--- config.mk ---
export PLATFORM = sky130hd
export DESIGN_NAME = iob_wb2iob_bridge_flat
export DESIGN_NICKNAME = d
export VERILOG_FILES = /design/src/rtl/iob_wb2iob_bridge_pkg.sv /design/src/rtl/iob_wb2iob_bridge_if.sv /design/src/rtl/iob_timeout_cnt.sv /design/src/rtl/iob_wb2iob_bridge.sv /design/src/flat_wrapper.sv
export SDC_FILE = /design/constraint.sdc
export NUM_CORES = 1
export LEC_CHECK = 0
export BUFFER_PORTS_ARGS = -buffer_cell sky130_fd_sc_hd__clkbuf_2
export CORE_MARGIN = 4
export CORE_UTILIZATION = 50
export CTS_CLUSTER_SIZE = 40
export DETAILED_ROUTE_END_ITERATION = 6
export PLACE_DENSITY_LB_ADDON = 0.3
export REMOVE_ABC_BUFFERS = 1
export SYNTH_ARGS = -nofsm -noshare
export SYNTH_HDL_FRONTEND = slang
export SYNTH_SLANG_ARGS = --single-unit
--- constraint.sdc ---
create_clock -name clk_i -period 6.1 [get_ports clk_i]
set_input_delay 0.61 -clock clk_i [delete_from_list [all_inputs] [get_ports clk_i]]
set_output_delay 0.61 -clock clk_i [all_outputs]
set_load 0.01 [all_outputs]
--- src/rtl/iob_wb2iob_bridge_pkg.sv ---
// Shared definitions for the registered Wishbone-to-IOb bridge family.
package iob_wb2iob_bridge_pkg;

   typedef enum logic [1:0] {
      ST_IDLE = 2'd0,
      ST_REQ  = 2'd1,
      ST_ACK  = 2'd2,
      ST_ERR  = 2'd3
   } state_e;

   localparam int unsigned TIMEOUT_DEFAULT = 255;

endpackage

--- src/rtl/iob_wb2iob_bridge_if.sv ---
// Wishbone-slave plus IOb-master signal bundle; "slave" is the bridge's view.
interface iob_wb2iob_bridge_if #(
   parameter int unsigned ADDR_W = 32,
   parameter int unsigned DATA_W = 32
);
   logic [ADDR_W-1:0]   wb_addr_i;
   logic [DATA_W/8-1:0] wb_select_i;
   logic                wb_we_i;
   logic                wb_cyc_i;
   logic                wb_stb_i;
   logic [DATA_W-1:0]   wb_data_i;
   logic                wb_ack_o;
   logic                wb_error_o;
   logic [DATA_W-1:0]   wb_data_o;

   logic                valid_o;
   logic [ADDR_W-1:0]   address_o;
   logic [DATA_W-1:0]   wdata_o;
   logic [DATA_W/8-1:0] wstrb_o;
   logic [DATA_W-1:0]   rdata_i;
   logic                ready_i;

   modport slave (
      input  wb_addr_i, wb_select_i, wb_we_i, wb_cyc_i, wb_stb_i, wb_data_i,
      output wb_ack_o, wb_error_o, wb_data_o,
      output valid_o, address_o, wdata_o, wstrb_o,
      input  rdata_i, ready_i
   );

   modport master (
      output wb_addr_i, wb_select_i, wb_we_i, wb_cyc_i, wb_stb_i, wb_data_i,
      input  wb_ack_o, wb_error_o, wb_data_o,
      input  valid_o, address_o, wdata_o, wstrb_o,
      output rdata_i, ready_i
   );
endinterface

--- src/rtl/iob_timeout_cnt.sv ---
// Clearable, enabled, saturating up-counter with a terminal-count flag.
module iob_timeout_cnt #(
   parameter int unsigned W  = 8,
   parameter int unsigned TC = 254
) (
   input  logic clk_i,
   input  logic arst_i,
   input  logic clr_i,
   input  logic en_i,
   output logic tc_o
);

   logic [W-1:0] cnt_q, cnt_d;

   // NOTE: the default assignment first keeps every path driven, so no latch is inferred.
   always_comb begin
      cnt_d = cnt_q;
      if (clr_i) begin
         cnt_d = '0;
      end else if (en_i && (cnt_q != '1)) begin
         cnt_d = cnt_q + W'(1);
      end
   end

   // NOTE: state registers use non-blocking assignments so every flop sees pre-edge values.
   always_ff @(posedge clk_i or posedge arst_i) begin
      if (arst_i) begin
         cnt_q <= '0;
      end else begin
         cnt_q <= cnt_d;
      end
   end

   assign tc_o = (cnt_q == W'(TC));

endmodule

--- src/rtl/iob_wb2iob_bridge.sv ---
// Registered Wishbone-slave to IOb-master bridge with timeout and cycle-abort handling.
module iob_wb2iob_bridge
   import iob_wb2iob_bridge_pkg::*;
#(
   parameter int unsigned ADDR_W    = 32,
   parameter int unsigned DATA_W    = 32,
   parameter int unsigned TIMEOUT_W = 8,
   parameter int unsigned TIMEOUT   = TIMEOUT_DEFAULT
) (
   input logic                 clk_i,
   input logic                 arst_i,
   iob_wb2iob_bridge_if.slave  bus
);

   localparam int unsigned STRB_W     = DATA_W / 8;
   localparam int unsigned TC         = (TIMEOUT == 0) ? 0 : TIMEOUT - 1;
   localparam bit          TIMEOUT_EN = (TIMEOUT != 0);

   state_e              state_q, state_d;
   logic                valid_q, valid_d;
   logic [ADDR_W-1:0]   address_q, address_d;
   logic [DATA_W-1:0]   wdata_q, wdata_d;
   logic [STRB_W-1:0]   wstrb_q, wstrb_d;
   logic [DATA_W-1:0]   wb_data_q, wb_data_d;
   logic                ack_q, ack_d;
   logic                error_q, error_d;
   logic                abort_q, abort_d;

   logic                cnt_clr, cnt_en, cnt_tc;

   iob_timeout_cnt #(
      .W  (TIMEOUT_W),
      .TC (TC)
   ) u_timeout_cnt (
      .clk_i  (clk_i),
      .arst_i (arst_i),
      .clr_i  (cnt_clr),
      .en_i   (cnt_en),
      .tc_o   (cnt_tc)
   );

   always_comb begin
      state_d   = state_q;
      valid_d   = valid_q;
      address_d = address_q;
      wdata_d   = wdata_q;
      wstrb_d   = wstrb_q;
      wb_data_d = wb_data_q;
      ack_d     = 1'b0;
      error_d   = 1'b0;
      abort_d   = abort_q;
      cnt_clr   = 1'b0;
      cnt_en    = 1'b0;

      case (state_q)
         ST_IDLE: begin
            if (bus.wb_cyc_i && bus.wb_stb_i) begin
               address_d = bus.wb_addr_i;
               wdata_d   = bus.wb_data_i;
               wstrb_d   = bus.wb_we_i ? bus.wb_select_i : '0;
               valid_d   = 1'b1;
               cnt_clr   = 1'b1;
               state_d   = ST_REQ;
            end
         end
         ST_REQ: begin
            cnt_en = 1'b1;
            // ready_i takes priority over a coinciding timeout.
            if (bus.ready_i) begin
               valid_d = 1'b0;
               if (wstrb_q == '0) begin
                  wb_data_d = bus.rdata_i;
               end
               if (abort_q) begin
                  state_d = ST_IDLE;
               end else begin
                  ack_d   = 1'b1;
                  state_d = ST_ACK;
               end
            end else if (TIMEOUT_EN && cnt_tc) begin
               valid_d = 1'b0;
               if (abort_q) begin
                  state_d = ST_IDLE;
               end else begin
                  error_d   = 1'b1;
                  wb_data_d = '0;
                  state_d   = ST_ERR;
               end
            end
         end
         ST_ACK:  state_d = ST_IDLE;
         ST_ERR:  state_d = ST_IDLE;
         default: state_d = ST_IDLE;
      endcase

      // The IOb request cannot be withdrawn, so a Wishbone abort only suppresses the response.
      if ((state_q == ST_REQ) && !bus.wb_cyc_i) begin
         abort_d = 1'b1;
      end
      if (state_d == ST_IDLE) begin
         abort_d = 1'b0;
      end
   end

   always_ff @(posedge clk_i or posedge arst_i) begin
      if (arst_i) begin
         state_q   <= ST_IDLE;
         valid_q   <= 1'b0;
         address_q <= '0;
         wdata_q   <= '0;
         wstrb_q   <= '0;
         wb_data_q <= '0;
         ack_q     <= 1'b0;
         error_q   <= 1'b0;
         abort_q   <= 1'b0;
      end else begin
         state_q   <= state_d;
         valid_q   <= valid_d;
         address_q <= address_d;
         wdata_q   <= wdata_d;
         wstrb_q   <= wstrb_d;
         wb_data_q <= wb_data_d;
         ack_q     <= ack_d;
         error_q   <= error_d;
         abort_q   <= abort_d;
      end
   end

   assign bus.valid_o    = valid_q;
   assign bus.address_o  = address_q;
   assign bus.wdata_o    = wdata_q;
   assign bus.wstrb_o    = wstrb_q;
   assign bus.wb_data_o  = wb_data_q;
   assign bus.wb_ack_o   = ack_q;
   assign bus.wb_error_o = error_q;

endmodule

--- src/flat_wrapper.sv ---
// flat-port wrapper written by rule: the top's interface ports become plain ports
module iob_wb2iob_bridge_flat import iob_wb2iob_bridge_pkg::*;
#(
   parameter int unsigned ADDR_W    = 32,
   parameter int unsigned DATA_W    = 32,
   parameter int unsigned TIMEOUT_W = 8,
   parameter int unsigned TIMEOUT   = TIMEOUT_DEFAULT
)
  (clk_i, arst_i, bus_wb_addr_i, bus_wb_select_i, bus_wb_we_i, bus_wb_cyc_i, bus_wb_stb_i, bus_wb_data_i, bus_wb_ack_o, bus_wb_error_o, bus_wb_data_o, bus_valid_o, bus_address_o, bus_wdata_o, bus_wstrb_o, bus_rdata_i, bus_ready_i);
  iob_wb2iob_bridge_if #(.ADDR_W(ADDR_W), .DATA_W(DATA_W)) bus_i ();
  input logic clk_i;
  input logic arst_i;
  input wire logic [$bits(bus_i.wb_addr_i)-1:0] bus_wb_addr_i;
  input wire logic [$bits(bus_i.wb_select_i)-1:0] bus_wb_select_i;
  input wire logic [$bits(bus_i.wb_we_i)-1:0] bus_wb_we_i;
  input wire logic [$bits(bus_i.wb_cyc_i)-1:0] bus_wb_cyc_i;
  input wire logic [$bits(bus_i.wb_stb_i)-1:0] bus_wb_stb_i;
  input wire logic [$bits(bus_i.wb_data_i)-1:0] bus_wb_data_i;
  output wire logic [$bits(bus_i.wb_ack_o)-1:0] bus_wb_ack_o;
  output wire logic [$bits(bus_i.wb_error_o)-1:0] bus_wb_error_o;
  output wire logic [$bits(bus_i.wb_data_o)-1:0] bus_wb_data_o;
  output wire logic [$bits(bus_i.valid_o)-1:0] bus_valid_o;
  output wire logic [$bits(bus_i.address_o)-1:0] bus_address_o;
  output wire logic [$bits(bus_i.wdata_o)-1:0] bus_wdata_o;
  output wire logic [$bits(bus_i.wstrb_o)-1:0] bus_wstrb_o;
  input wire logic [$bits(bus_i.rdata_i)-1:0] bus_rdata_i;
  input wire logic [$bits(bus_i.ready_i)-1:0] bus_ready_i;
  assign bus_i.wb_addr_i = bus_wb_addr_i;
  assign bus_i.wb_select_i = bus_wb_select_i;
  assign bus_i.wb_we_i = bus_wb_we_i;
  assign bus_i.wb_cyc_i = bus_wb_cyc_i;
  assign bus_i.wb_stb_i = bus_wb_stb_i;
  assign bus_i.wb_data_i = bus_wb_data_i;
  assign bus_wb_ack_o = bus_i.wb_ack_o;
  assign bus_wb_error_o = bus_i.wb_error_o;
  assign bus_wb_data_o = bus_i.wb_data_o;
  assign bus_valid_o = bus_i.valid_o;
  assign bus_address_o = bus_i.address_o;
  assign bus_wdata_o = bus_i.wdata_o;
  assign bus_wstrb_o = bus_i.wstrb_o;
  assign bus_i.rdata_i = bus_rdata_i;
  assign bus_i.ready_i = bus_ready_i;
  iob_wb2iob_bridge #(.ADDR_W(ADDR_W), .DATA_W(DATA_W), .TIMEOUT_W(TIMEOUT_W), .TIMEOUT(TIMEOUT)) u_core (.clk_i(clk_i), .arst_i(arst_i), .bus(bus_i));
endmodule
* Word level (Yosys, flattened, before mapping)
Cells that the tools add are included.
** Storage, ports and cells
- Flip-flop bits (word level) :: 114
- Bits of input ports :: 106
- Output and inout bits :: 103
- Logic and storage cells :: 63
** Cells by class
- Add/sub/neg operators :: 1
- Equal/unequal tests :: 9
- Muxes and demuxes :: 28
- Reduce and logical (&&, ||, !) cells :: 15
** Operators by type and width (count)
- $mux W32 :: 4
- $mux W8 :: 2
- $mux W1 :: 14
- $mux W2 :: 5
- $add A8 B1 Y8 const B :: 1
- $eq A8 B8 Y1 const B :: 1
- $ne A8 B8 Y1 const B :: 1
- $reduce_bool A2 Y1 :: 4
- $pmux W2 S3 :: 1
- $eq A2 B2 Y1 const B :: 2
- $logic_not A2 Y1 :: 2
- $logic_not A4 Y1 :: 1
- $mux W4 :: 1
- $ne A2 B1 Y1 const B :: 2
- $reduce_and A4 Y1 :: 1
- $logic_and A1 B1 Y1 :: 3
- $ne A3 B2 Y1 const B :: 1
- $reduce_and A3 Y1 :: 1
- $eq A2 B1 Y1 const B :: 1
- $ne A2 B2 Y1 const B :: 1
- $pmux W1 S2 :: 1
- $reduce_and A2 Y1 :: 1
- $reduce_or A2 Y1 :: 1
- $logic_not A1 Y1 :: 1

* Depth between registers and ports, before layout
Gate-level depths: netlist of run 1.
- Depth in word-level cells :: 6
- Mapped depth :: 6
- Depth with buffers taken out :: 5

* Hierarchy
Synthesis of run 1 repeated with hierarchy kept, for this count alone.
** Second synthesis, totals
- Cell total of the unflattened synthesis :: 506
- Area, all modules :: 4795.8 µm²
** By module, submodules not included
- iob_wb2iob_bridge :: times used 1, cells an instance 451, area an instance 4271.6 µm², sequential area each 2652.5 µm²
- iob_timeout_cnt :: times used 1, cells an instance 55, area an instance 524.3 µm², sequential area each 200.2 µm²

* Worst setup path after synthesis of run 1
OpenSTA, ideal clock, no wires.
- Path type :: input to register
- Start :: input port bus_ready_i
- End :: register u_core.wb_data_q[0] (netlist: u_core.bus.wb_data_o[0])
- Setup time :: 0.120 ns
- Arrival :: 1.543 ns
- Required time :: 5.980 ns
- Setup slack :: 4.437 ns
- Stages :: 4
- Buffers on the path :: 1
- Cell sequence :: or4b_4 clkbuf_1 o21ai_0 o2bb2ai_2
** Between the ends
- Longest elaborated chain between the ends :: 2
- Elaborated cells on any way between the ends :: 5
- Classes of those cells :: eq/ne (2); mux (1); reduce/logical (2)
** Ends and longest elaborated chain
- start, declared :: RTL line flat_wrapper.sv:27 : input wire logic [$bits(bus_i.ready_i)-1:0] bus_ready_i;
- $ne A2 B1 Y1 (no source line), or another cell as far along
- $reduce_and A4 Y1 (no source line)
- end signal, assigned :: RTL line iob_wb2iob_bridge.sv:122 : wb_data_q <= wb_data_d;
- end, declared :: RTL line iob_wb2iob_bridge.sv:24 : logic [DATA_W-1:0] wb_data_q, wb_data_d;
Parallel ways exist; a longest one is shown, timed or not.
A chain may end at the register's enable or synchronous reset.

* Worst setup path after layout of run 1
- Start :: register u_core.state_q[1]
- End :: register u_core.wb_data_q[13] (netlist: u_core.bus.wb_data_o[13])
** Between the ends
- Longest elaborated chain between the ends :: 2
** Ends and longest elaborated chain
- start, declared :: RTL line iob_wb2iob_bridge.sv:19 : state_e state_q, state_d;
- start signal, assigned :: RTL line iob_wb2iob_bridge.sv:117 : state_q <= state_d;
- $eq A2 B1 Y1 :: RTL line iob_wb2iob_bridge.sv:55 : case (state_q)
- $reduce_and A4 Y1 (no source line)
Every way passes these cells.

==> qor.yml, run 1 <==
switching_power_uw: 893
areaGrowthSynthToFinish_pct: 35.8
cts_max_path_buffers: 2
antenna_violations_before_repair: 0
fmax_mhz: 440
finalCoreUtilization_pct: 69.2
timing.critical_path.slowest_stage_cell: "sky130_fd_sc_hd__or3b_1"
setup-violations-final: 0
critPathRequiredTime_ns: 6.51
buffer_ports.inserted: 208
first_pass_grt_wire_length_um: 20700
critPathMaxStageDelay_ns: 0.78
seqPwrFrac_pct: 39.7
total_gr_overflow: 0
synth_enable_flop_cells: 0
crit_start: "u_core.state_q[1]$_DFF_PP0_"
critPathBufInv: 0
drive_gt1_share_pct: 37.0
std_cell_rows: 35
max_cap_violations: 0
power.switching_fraction_pct: 31.2
synth-warning-count: 0
synth_most_common_cell: "sky130_fd_sc_hd__nand2_1"
routability_congestion: 0.810
max-slew-margin-rel_pct: 28.4
seqCellArea_um2: 2850
finish.net_count: 779
fillers: 725
hold_violations: 0
maximum_vdd_drop_v: 0.000191
critPathCaptureType: "register"
cts_root_buf: "sky130_fd_sc_hd__clkbuf_8"
synth_seq_cells: 114
via_per_inst: 5.22
ctsResizeCount: 0
worst_ep_arrival_time_ns: 2.68
post_synth_num_cell_types: 40
postSynthCellCount: 471
route.vias.total: 4142
crit_chain: "or3b_1 > nor2_4 > o2bb2ai_1"
fin_crit_ns: 2.27
worst-setup-path-type: "register to register"
drt_pass1_iterations: 5
clkSlewWorstSetupHoldPaths_ns: 0.06
diodes: 0
fin_skew_ns: 0.0102
synthTopCellsByCount: "sky130_fd_sc_hd__nand2_1, sky130_fd_sc_hd__dfrtp_1, sky130_fd_sc_hd__o21ai_0"
crit_path_max_fanout: 33
post_cts.repair.setup_buffers: 0
multi_input_area_um2: 1680
worst-slew-pin-transition_ns: 1.07
hpwl_um: 8600
async_reset_ff_share_pct: 100
power.density_nw_per_um2: 449
drt_first_iter_violations: 190
ys_seq_area_share_pct: 60.9
unrepaired_setup_endpoints_after_global_routing: "false"
synth_top_area_share_pct: 60.9
die_height_um: 105
power.internal_mw: 1.96
tritoncts: "yes"
timing.final.crit_share_pct: 37.2
pin_count_of_the_biggest_net_entering_global_routing: 74
finalWirelength_um: 12400
vias_in_the_first_global_route: 4131
cts_num_sinks: 114
syn_area_um2: 4680
final.setup.worst_slack_ns: 3.83
cts-hold-fix-buffers: 0
synth_top_area_cell: "sky130_fd_sc_hd__dfrtp_1"
hold_path.class: "primary input to asynchronous set/reset pin"
antenna_viol_nets_final: 0
synth_top_flop_cell: "sky130_fd_sc_hd__dfrtp_1"
worstSkewPairLatency_ns: 0.50
part_of_the_total_power_dissipated_in_combinational_logic_pct: 24.9
clock_power_share_pct: 35.4
synthesis.area_per_instance_um2: 9.95
chip_width_um: 105
detailedPlace.worstSlack_ns: 3.74
totalNegativeSetupSlack_ns: 0
r2r_start: "u_core.state_q[1]$_DFF_PP0_"
drv_slew: 0
core_area_um2: 9200
initial_utilization_pct: 50.9
numCtsBuffers: 17
gr-usage-all-layers_pct: 23.3
wl_per_cell_um: 15.6
finalHoldWorstSlack_ns: 0.179
cellLeakagePower_nw: 3.48
startpoint_type: "register"
critical_path.top_delay_family: "simple AND/OR/NAND/NOR gates"
die_area_um2: 11000
outcome: "finished, final reports clean"
synth.top_cells.by_area: "sky130_fd_sc_hd__dfrtp_1, sky130_fd_sc_hd__nand2_1, sky130_fd_sc_hd__o2bb2ai_1, sky130_fd_sc_hd__o21ai_0, sky130_fd_sc_hd__clkbuf_1"
htree_num_levels: 4
io-pin-count: 209
drc: 0
regToRegSetupSlack_ns: 3.83
-- registers in the layout, indices dropped and copies added (netlist names) --
signal	cells
u_core.state_q	2
u_core.bus.wb_ack_o	1
u_core.bus.wdata_o	32
u_core.u_timeout_cnt.cnt_q	8
u_core.bus.wstrb_o	4
u_core.bus.wb_data_o	32
u_core.bus.wb_error_o	1
u_core.bus.valid_o	1
u_core.bus.address_o	32
u_core.abort_q	1
-- path summary, 6_finish.rpt --
| kind | to | depth (start not counted) |
|---|---|---|
| worst min-delay path | u_core.bus.address_o[30]$_DFFE_PP0P_ | 2 |
| worst min register to register | u_core.bus.wdata_o[26]$_DFFE_PP0P_ | 2 |
| worst max register to register | u_core.bus.wb_data_o[13]$_DFFE_PP0P_ | 3 |
| min in group clk_i | u_core.bus.address_o[28]$_DFFE_PP0P_ | 3 |
| max in group asynchronous | u_core.u_timeout_cnt.cnt_q[5]$_DFFE_PP0P_ | 3 |
| worst max-delay path | u_core.bus.wb_data_o[13]$_DFFE_PP0P_ | 3 |
-- power by group through the flow --
stage	sequential, mW	clock (mW)	combinational [mW]
floorplan	1.23	0	0.266
global placement	1.13	0	0.696
detailed placement	1.14	0	0.724
CTS	1.13	1.03	0.723
global route	1.16	1.07	0.794
finish	1.13	1.01	0.712
-- stage by stage --
| stage | instance area (um2) | std cells | power, mW |
|---|---|---|---|
| floorplan | 4530 | 441 | 1.49 |
| global placement | 5760 | 763 | 1.83 |
| detailed placement | 5760 | 763 | 1.86 |
| CTS | 6360 | 794 | 2.89 |
| global route | 6360 | 794 | 3.03 |
| finish | 6360 | 794 | 2.86 |
-- per-layer routing --
layer	track usage, %	vias up	wire length (um)
met5	0	-	0
met1	30.6	1960	5170
met2	35.7	195	5880
li1	-	1973	-
met4	7.12	0	143
met3	9.51	14	1230
-- worst reg2reg max path, cell delays in order, from the launching register on --
cell and delay [ns]:
sky130_fd_sc_hd__dfrtp_1 0.47, sky130_fd_sc_hd__or3b_1 0.78, sky130_fd_sc_hd__nor2_4 0.74, sky130_fd_sc_hd__o2bb2ai_1 0.20
-- cell families after synthesis --
| kind of cell | synth area share, % |
|---|---|
| mux | 0.855 |
| fa+ha+maj | 0.534 |
| simple gates | 21.6 |
| buf+inv | 3.53 |
| flops | 60.9 |
| compound gates | 12.6 |
-- placed cells by master (no fill, tap or decap), types with 2 or more instances in the layout --
| master | count |
|---|---|
| sky130_fd_sc_hd__buf_4 | 3 |
| sky130_fd_sc_hd__mux2i_1 | 4 |
| sky130_fd_sc_hd__clkinv_2 | 3 |
| sky130_fd_sc_hd__inv_1 | 3 |
| sky130_fd_sc_hd__and4b_1 | 3 |
| sky130_fd_sc_hd__bufinv_16 | 4 |
| sky130_fd_sc_hd__and3_1 | 3 |
| sky130_fd_sc_hd__o211ai_1 | 2 |
| sky130_fd_sc_hd__clkinvlp_4 | 3 |
| sky130_fd_sc_hd__nor2_1 | 2 |
| sky130_fd_sc_hd__a31oi_1 | 3 |
| sky130_fd_sc_hd__nand2_1 | 205 |
| sky130_fd_sc_hd__clkbuf_1 | 2 |
| sky130_fd_sc_hd__o2bb2ai_1 | 29 |
| sky130_fd_sc_hd__a21oi_1 | 2 |
| sky130_fd_sc_hd__o2bb2ai_2 | 4 |
| sky130_fd_sc_hd__nand3_1 | 8 |
| sky130_fd_sc_hd__ha_1 | 2 |
| sky130_fd_sc_hd__o21ai_0 | 34 |
| sky130_fd_sc_hd__clkbuf_16 | 16 |
| sky130_fd_sc_hd__clkbuf_2 | 208 |
| sky130_fd_sc_hd__a31o_2 | 2 |
| sky130_fd_sc_hd__dfrtp_1 | 114 |
| sky130_fd_sc_hd__nand4_1 | 2 |
| sky130_fd_sc_hd__clkbuf_8 | 3 |
-- final cells by class --
class	instances	share of cell area, %
inverter	4	0.275
multi-input combinational	323	26.5
clock inverter	10	2.48
timing repair buffer	211	16.7
sequential	114	44.8
clock buffer	21	7.06
tap	111	2.18
Note: power is estimated with default switching activity, not from simulation.
==> inputs of run 2 (changes only) <==
- CORE_UTILIZATION: 50 -> 47
- clock period: 6.1 -> 2.2 ns (I/O delays scaled with it)
==> run 2 against run 1 <==
  * Core utilization rose by 7.6 points
  * Global-route usage rose by 4.1 points
  * First-iteration DRC count rose by 30%
  * Die area rose by 5.9%
  * Non-clock buffer count rose by 111
  * Hold slack got worse by 0.14 ns
==> qor.yml, run 2 (synthesis gave the netlist of run 1 again) <==
worst-slew-pin-transition_ns: 0.564
critPathCaptureType: "register"
total_gr_overflow: 0
initial_utilization_pct: 48.1
outcome: "finished, final reports clean"
htree_num_levels: 4
power.density_nw_per_um2: 1060
drt_first_iter_violations: 247
worstSkewPairLatency_ns: 0.50
worst_ep_arrival_time_ns: 2.43
seqPwrFrac_pct: 40.0
placedInstanceArea_um2: 5870
fin_skew_ns: 0.00706
antenna_viol_nets_final: 0
part_of_the_total_power_dissipated_in_combinational_logic_pct: 28.1
worst-setup-path-type: "register to register"
post_route_cell_area_um2: 7470
fin_crit_ns: 1.99
route.vias.total: 4762
gr-usage-all-layers_pct: 27.5
maximum_vdd_drop_v: 0.000591
numCtsBuffers: 17
drive_gt1_share_pct: 32.4
vias_in_the_first_global_route: 4976
core_area_um2: 9730
buffer_ports.inserted: 208
cts_root_buf: "sky130_fd_sc_hd__clkbuf_8"
drv_slew: 0
diodes: 0
first_pass_grt_wire_length_um: 24900
cts_num_sinks: 114
fmax_mhz: 503
pin_count_of_the_biggest_net_entering_global_routing: 53
unrepaired_setup_endpoints_after_global_routing: "false"
clock_power_share_pct: 31.9
hold_violations: 0
wl_per_cell_um: 16.5
clkSlewWorstSetupHoldPaths_ns: 0.05
max-slew-margin-rel_pct: 62.4
tritoncts: "yes"
critPathRequiredTime_ns: 2.64
final.setup.worst_slack_ns: 0.213
hpwl_um: 8950
drt_pass1_iterations: 5
cellLeakagePower_nw: 3.93
power.switching_fraction_pct: 32.5
cts_max_path_buffers: 2
detailedPlace.worstSlack_ns: 0.473
finalWirelength_um: 15300
antenna_violations_before_repair: 0
startpoint_type: "register"
chip_width_um: 108
hold_path.class: "primary input to register"
crit_path_max_fanout: 49
drc: 0
design_power_total_mw: 7.91
layout.cells.most_common: "sky130_fd_sc_hd__clkbuf_2"
place_inst: 791
routability_congestion: 0.794
std_cell_rows: 36
areaGrowthSynthToFinish_pct: 59.4
max_cap_violations: 0
setup-violations-final: 0
finish.net_count: 890
io-pin-count: 209
power.internal_mw: 5.34
timing.final.crit_share_pct: 90.3
switching_power_mw: 2.57
die_area_um2: 11600
via_per_inst: 5.14
final_cell_mix: "sky130_fd_sc_hd__clkbuf_2, sky130_fd_sc_hd__nand2_1, sky130_fd_sc_hd__dfrtp_1"
die_height_um: 108
layout.cells.non_filler: 927
[run 2: cell types whose count changed in the layout (fill, tap and decap cells not counted), sizes merged]
cell	delta
dlygate4sd3	+105
clkinvlp	-3
clkbuf	+5
bufinv	-3
clkinv	+1
buf	+6
[run 2: repair_timing]
item | 4_1_cts | 5_1_grt
buffers inserted | 0 | 0
endpoints found under the setup margin | 0 | 1
hold buffers | 105 | 0
hold endpoints to repair | 142 | 0
gates resized for setup | 0 | 1
[run 2: final timing paths]
path,cells past startpoint,slack [ns],to,start
max in group asynchronous,4,1.13,u_core.bus.address_o[17]$_DFFE_PP0P_,arst_i
worst max-delay path,5,0.21,u_core.bus.wstrb_o[3]$_DFFE_PP0P_,u_core.state_q[1]$_DFF_PP0_
min in group asynchronous,3,0.38,u_core.bus.address_o[10]$_DFFE_PP0P_,arst_i
worst min register to register,2,0.47,u_core.bus.address_o[3]$_DFFE_PP0P_,u_core.bus.address_o[3]$_DFFE_PP0P_
worst max register to register,5,0.21,u_core.bus.wstrb_o[3]$_DFFE_PP0P_,u_core.state_q[1]$_DFF_PP0_
worst min-delay path,3,0.04,u_core.bus.wb_ack_o$_DFF_PP0_,bus_ready_i
[run 2: layout make-up]
class	instances	area, um2
clock buffer	26	498
clock inverter	5	50.0
fill	613	2260
inverter	4	17.5
multi-input combinational	323	1680
sequential	114	2850
tap	133	166
timing repair buffer	322	2200
[run 2: per-layer routing]
metal	track usage (%)	wire [um]	vias to the layer above
li1	-	-	2194
met4	10.7	348	0
met3	8.82	1390	33
met2	46.3	7580	251
met1	32.7	5970	2284
met5	0	0	-
[run 2: power groups by stage]
stage	clock network, mW	registers, mW	logic, mW
floorplan	0	3.40	0.736
detailed placement	0	3.16	2.03
finish	2.52	3.16	2.22
CTS	2.56	3.14	2.18
global route	2.67	3.24	2.46
global placement	0	3.13	1.97
[run 2: critical path, cell delays in order (launching register included)]
cell                            delay, ns
sky130_fd_sc_hd__dfrtp_1             0.45
sky130_fd_sc_hd__and4bb_2            0.35
sky130_fd_sc_hd__buf_6               0.32
sky130_fd_sc_hd__nand3_1             0.13
sky130_fd_sc_hd__dlygate4sd3_1       0.58
sky130_fd_sc_hd__nand2_1             0.08
[run 2: through the flow]
step | util, % | TNS [ns] | hold slack [ns]
2_1_floorplan | - | -145.48 | 0.325
3_3_place_gp | 60.3 | 0 | 0.304
3_5_place_dp | 60.3 | 0 | 0.311
4_1_cts | 76.7 | 0 | 0.0164
5_1_grt | 76.8 | 0 | 0.0347
6_report | 76.8 | 0 | 0.0393
==> inputs of run 3 (changes only) <==
- BUFFER_PORTS_ARGS: -buffer_cell sky130_fd_sc_hd__clkbuf_2 -> -buffer_cell sky130_fd_sc_hd__buf_2
==> run 3 against run 2 <==
  * Clock power grew 17%
  * Routed wire length grew 1.2%
  * Fmax grew 0.31%
  * Final cell count grew 0.32%
  * Non-clock buffer count grew 2
  * Flip-flop and latch count is the same
  * Largest cell class unchanged
  * Register-to-register slack is essentially flat
  * Power grew 5.3%
  * Critical path type unchanged
  * Combinational power is essentially flat
  * Count of clock-buffer cells in the layout shrank 4
  * Via count grew 0.88%
==> qor.yml, run 3 (synthesis gave the netlist of run 1 again) <==
outcome: "finished, final reports clean"
initial_utilization_pct: 48.1
die_height_um: 108
power.switching_fraction_pct: 31.2
fillers: 615
startpoint_type: "register"
diodes: 0
htree_num_levels: 4
first_pass_grt_wire_length_um: 24700
hold_violations: 0
core_area_um2: 9730
cts_root_buf: "sky130_fd_sc_hd__clkbuf_8"
max-slew-margin-rel_pct: 63.5
setup-violations-final: 0
max_cap_violations: 0
fin_skew_ns: 0.00823
clock_power_share_pct: 35.3
total_gr_overflow: 0
std_cell_rows: 36
wl_per_cell_um: 16.6
part_of_the_total_power_dissipated_in_combinational_logic_pct: 27.0
areaGrowthSynthToFinish_pct: 61.6
chip_width_um: 108
gr-usage-all-layers_pct: 27.3
multi_input_area_um2: 1680
final.setup.worst_slack_ns: 0.220
power.density_nw_per_um2: 1100
drt_first_iter_violations: 279
timing.final.crit_share_pct: 90.0
cellLeakagePower_nw: 3.96
drive_gt1_share_pct: 32.6
worst-setup-path-type: "register to register"
via_per_inst: 5.17
switching_power_mw: 2.60
unrepaired_setup_endpoints_after_global_routing: "false"
antenna_viol_nets_final: 0
layout.cells.most_common: "sky130_fd_sc_hd__buf_2"
seqCellArea_um2: 2850
placedInstanceArea_um2: 5870
io-pin-count: 209
finish.net_count: 892
maximum_vdd_drop_v: 0.000538
numCtsBuffers: 17
hpwl_um: 9110
worst-slew-pin-transition_ns: 0.547
totalNegativeSetupSlack_ns: 0
die_area_um2: 11600
seqPwrFrac_pct: 37.7
crit_path_max_fanout: 49
drv_slew: 0
detailedPlace.worstSlack_ns: 0.475
post_cts.repair.setup_buffers: 0
pin_count_of_the_biggest_net_entering_global_routing: 53
design_power_total_mw: 8.33
routability_congestion: 0.818
route.vias.total: 4804
cts_max_path_buffers: 2
fin_crit_ns: 1.98
worst_ep_arrival_time_ns: 2.42
critPathCaptureType: "register"
finalWirelength_um: 15500
clkSlewWorstSetupHoldPaths_ns: 0.05
finalCoreUtilization_pct: 77.8
antenna_violations_before_repair: 0
tritoncts: "yes"
drt_pass1_iterations: 5
final_cell_mix: "sky130_fd_sc_hd__buf_2, sky130_fd_sc_hd__nand2_1, sky130_fd_sc_hd__dfrtp_1"
power.internal_mw: 5.73
fmax_mhz: 505
drc: 0
critPathRequiredTime_ns: 2.64
vias_in_the_first_global_route: 5006
buffer_ports.inserted: 208
cts_num_sinks: 114
worstSkewPairLatency_ns: 0.51
post_route_cell_area_um2: 7570
hold_path.class: "primary input to register"
## run 3: changes by cell type in the layout (fill, tap and decap cells not counted), moves of 2 or more
cell	delta
sky130_fd_sc_hd__clkinvlp_4	+2
sky130_fd_sc_hd__clkbuf_2	-208
sky130_fd_sc_hd__bufinv_16	+4
sky130_fd_sc_hd__clkbuf_8	-3
sky130_fd_sc_hd__buf_2	+208
## run 3: power by group through the flow
| stage | Sequential (mW) | Combinational, mW | Clock [mW] |
|---|---|---|---|
| after floorplan | 3.40 | 0.736 | 0 |
| after global placement | 3.11 | 2.00 | 0 |
| after detailed placement | 3.13 | 2.07 | 0 |
| after CTS | 3.12 | 2.22 | 2.97 |
| after global routing | 3.21 | 2.48 | 3.05 |
| final | 3.14 | 2.25 | 2.94 |
## run 3: final timing paths
path / from / to / slack (ns) / cells past startpoint
max in group asynchronous: arst_i / u_core.bus.wstrb_o[2]$_DFFE_PP0P_ / 1.24 / 4
min: bus_wb_cyc_i / u_core.abort_q$_DFFE_PP0P_ / 0.11 / 3
max reg2reg: u_core.state_q[0]$_DFF_PP0_ / u_core.bus.wstrb_o[0]$_DFFE_PP0P_ / 0.22 / 5
max: u_core.state_q[0]$_DFF_PP0_ / u_core.bus.wstrb_o[0]$_DFFE_PP0P_ / 0.22 / 5
min reg2reg: u_core.bus.address_o[10]$_DFFE_PP0P_ / u_core.bus.address_o[10]$_DFFE_PP0P_ / 0.47 / 2
min in group asynchronous: arst_i / u_core.bus.address_o[10]$_DFFE_PP0P_ / 0.30 / 3
## run 3: stage by stage
step | cells | hold slack, ns
after floorplan | 441 | 0.325
after global placement | 792 | 0.282
after detailed placement | 792 | 0.291
after CTS | 930 | 0.0980
after global routing | 930 | 0.132
final | 930 | 0.114
## run 3: what timing repair did
| action | in CTS | in global routing |
|---|---|---|
| setup endpoints to repair | 0 | 2 |
| hold endpoints to repair | 136 | 0 |
| resized for setup | 0 | 1 |
| hold buffers | 106 | 0 |
## run 3: layout make-up
cell class,instances,share of cell area [%]
clock buffers,22,5.98
clock inverters,10,2.38
inverters,4,0.231
multi-input cells,323,22.2
flip-flops and latches,114,37.7
well taps,133,2.20
repair buffers,324,29.3
## run 3: per-layer routing
layer  GRT usage, %  up-vias  wire length [um]
met1           32.5     2299              5930
met4           11.5        0               386
met2           45.2      265              7600
met5              0        -                 0
met3           8.94       38              1560
li1               -     2202                 -
## run 3: critical path, stage by stage (launching register included)
cell and delay, ns:
sky130_fd_sc_hd__dfrtp_1 0.46, sky130_fd_sc_hd__and4bb_2 0.35, sky130_fd_sc_hd__buf_6 0.32, sky130_fd_sc_hd__nand3_1 0.12, sky130_fd_sc_hd__dlygate4sd3_1 0.59, sky130_fd_sc_hd__nand2_1 0.08
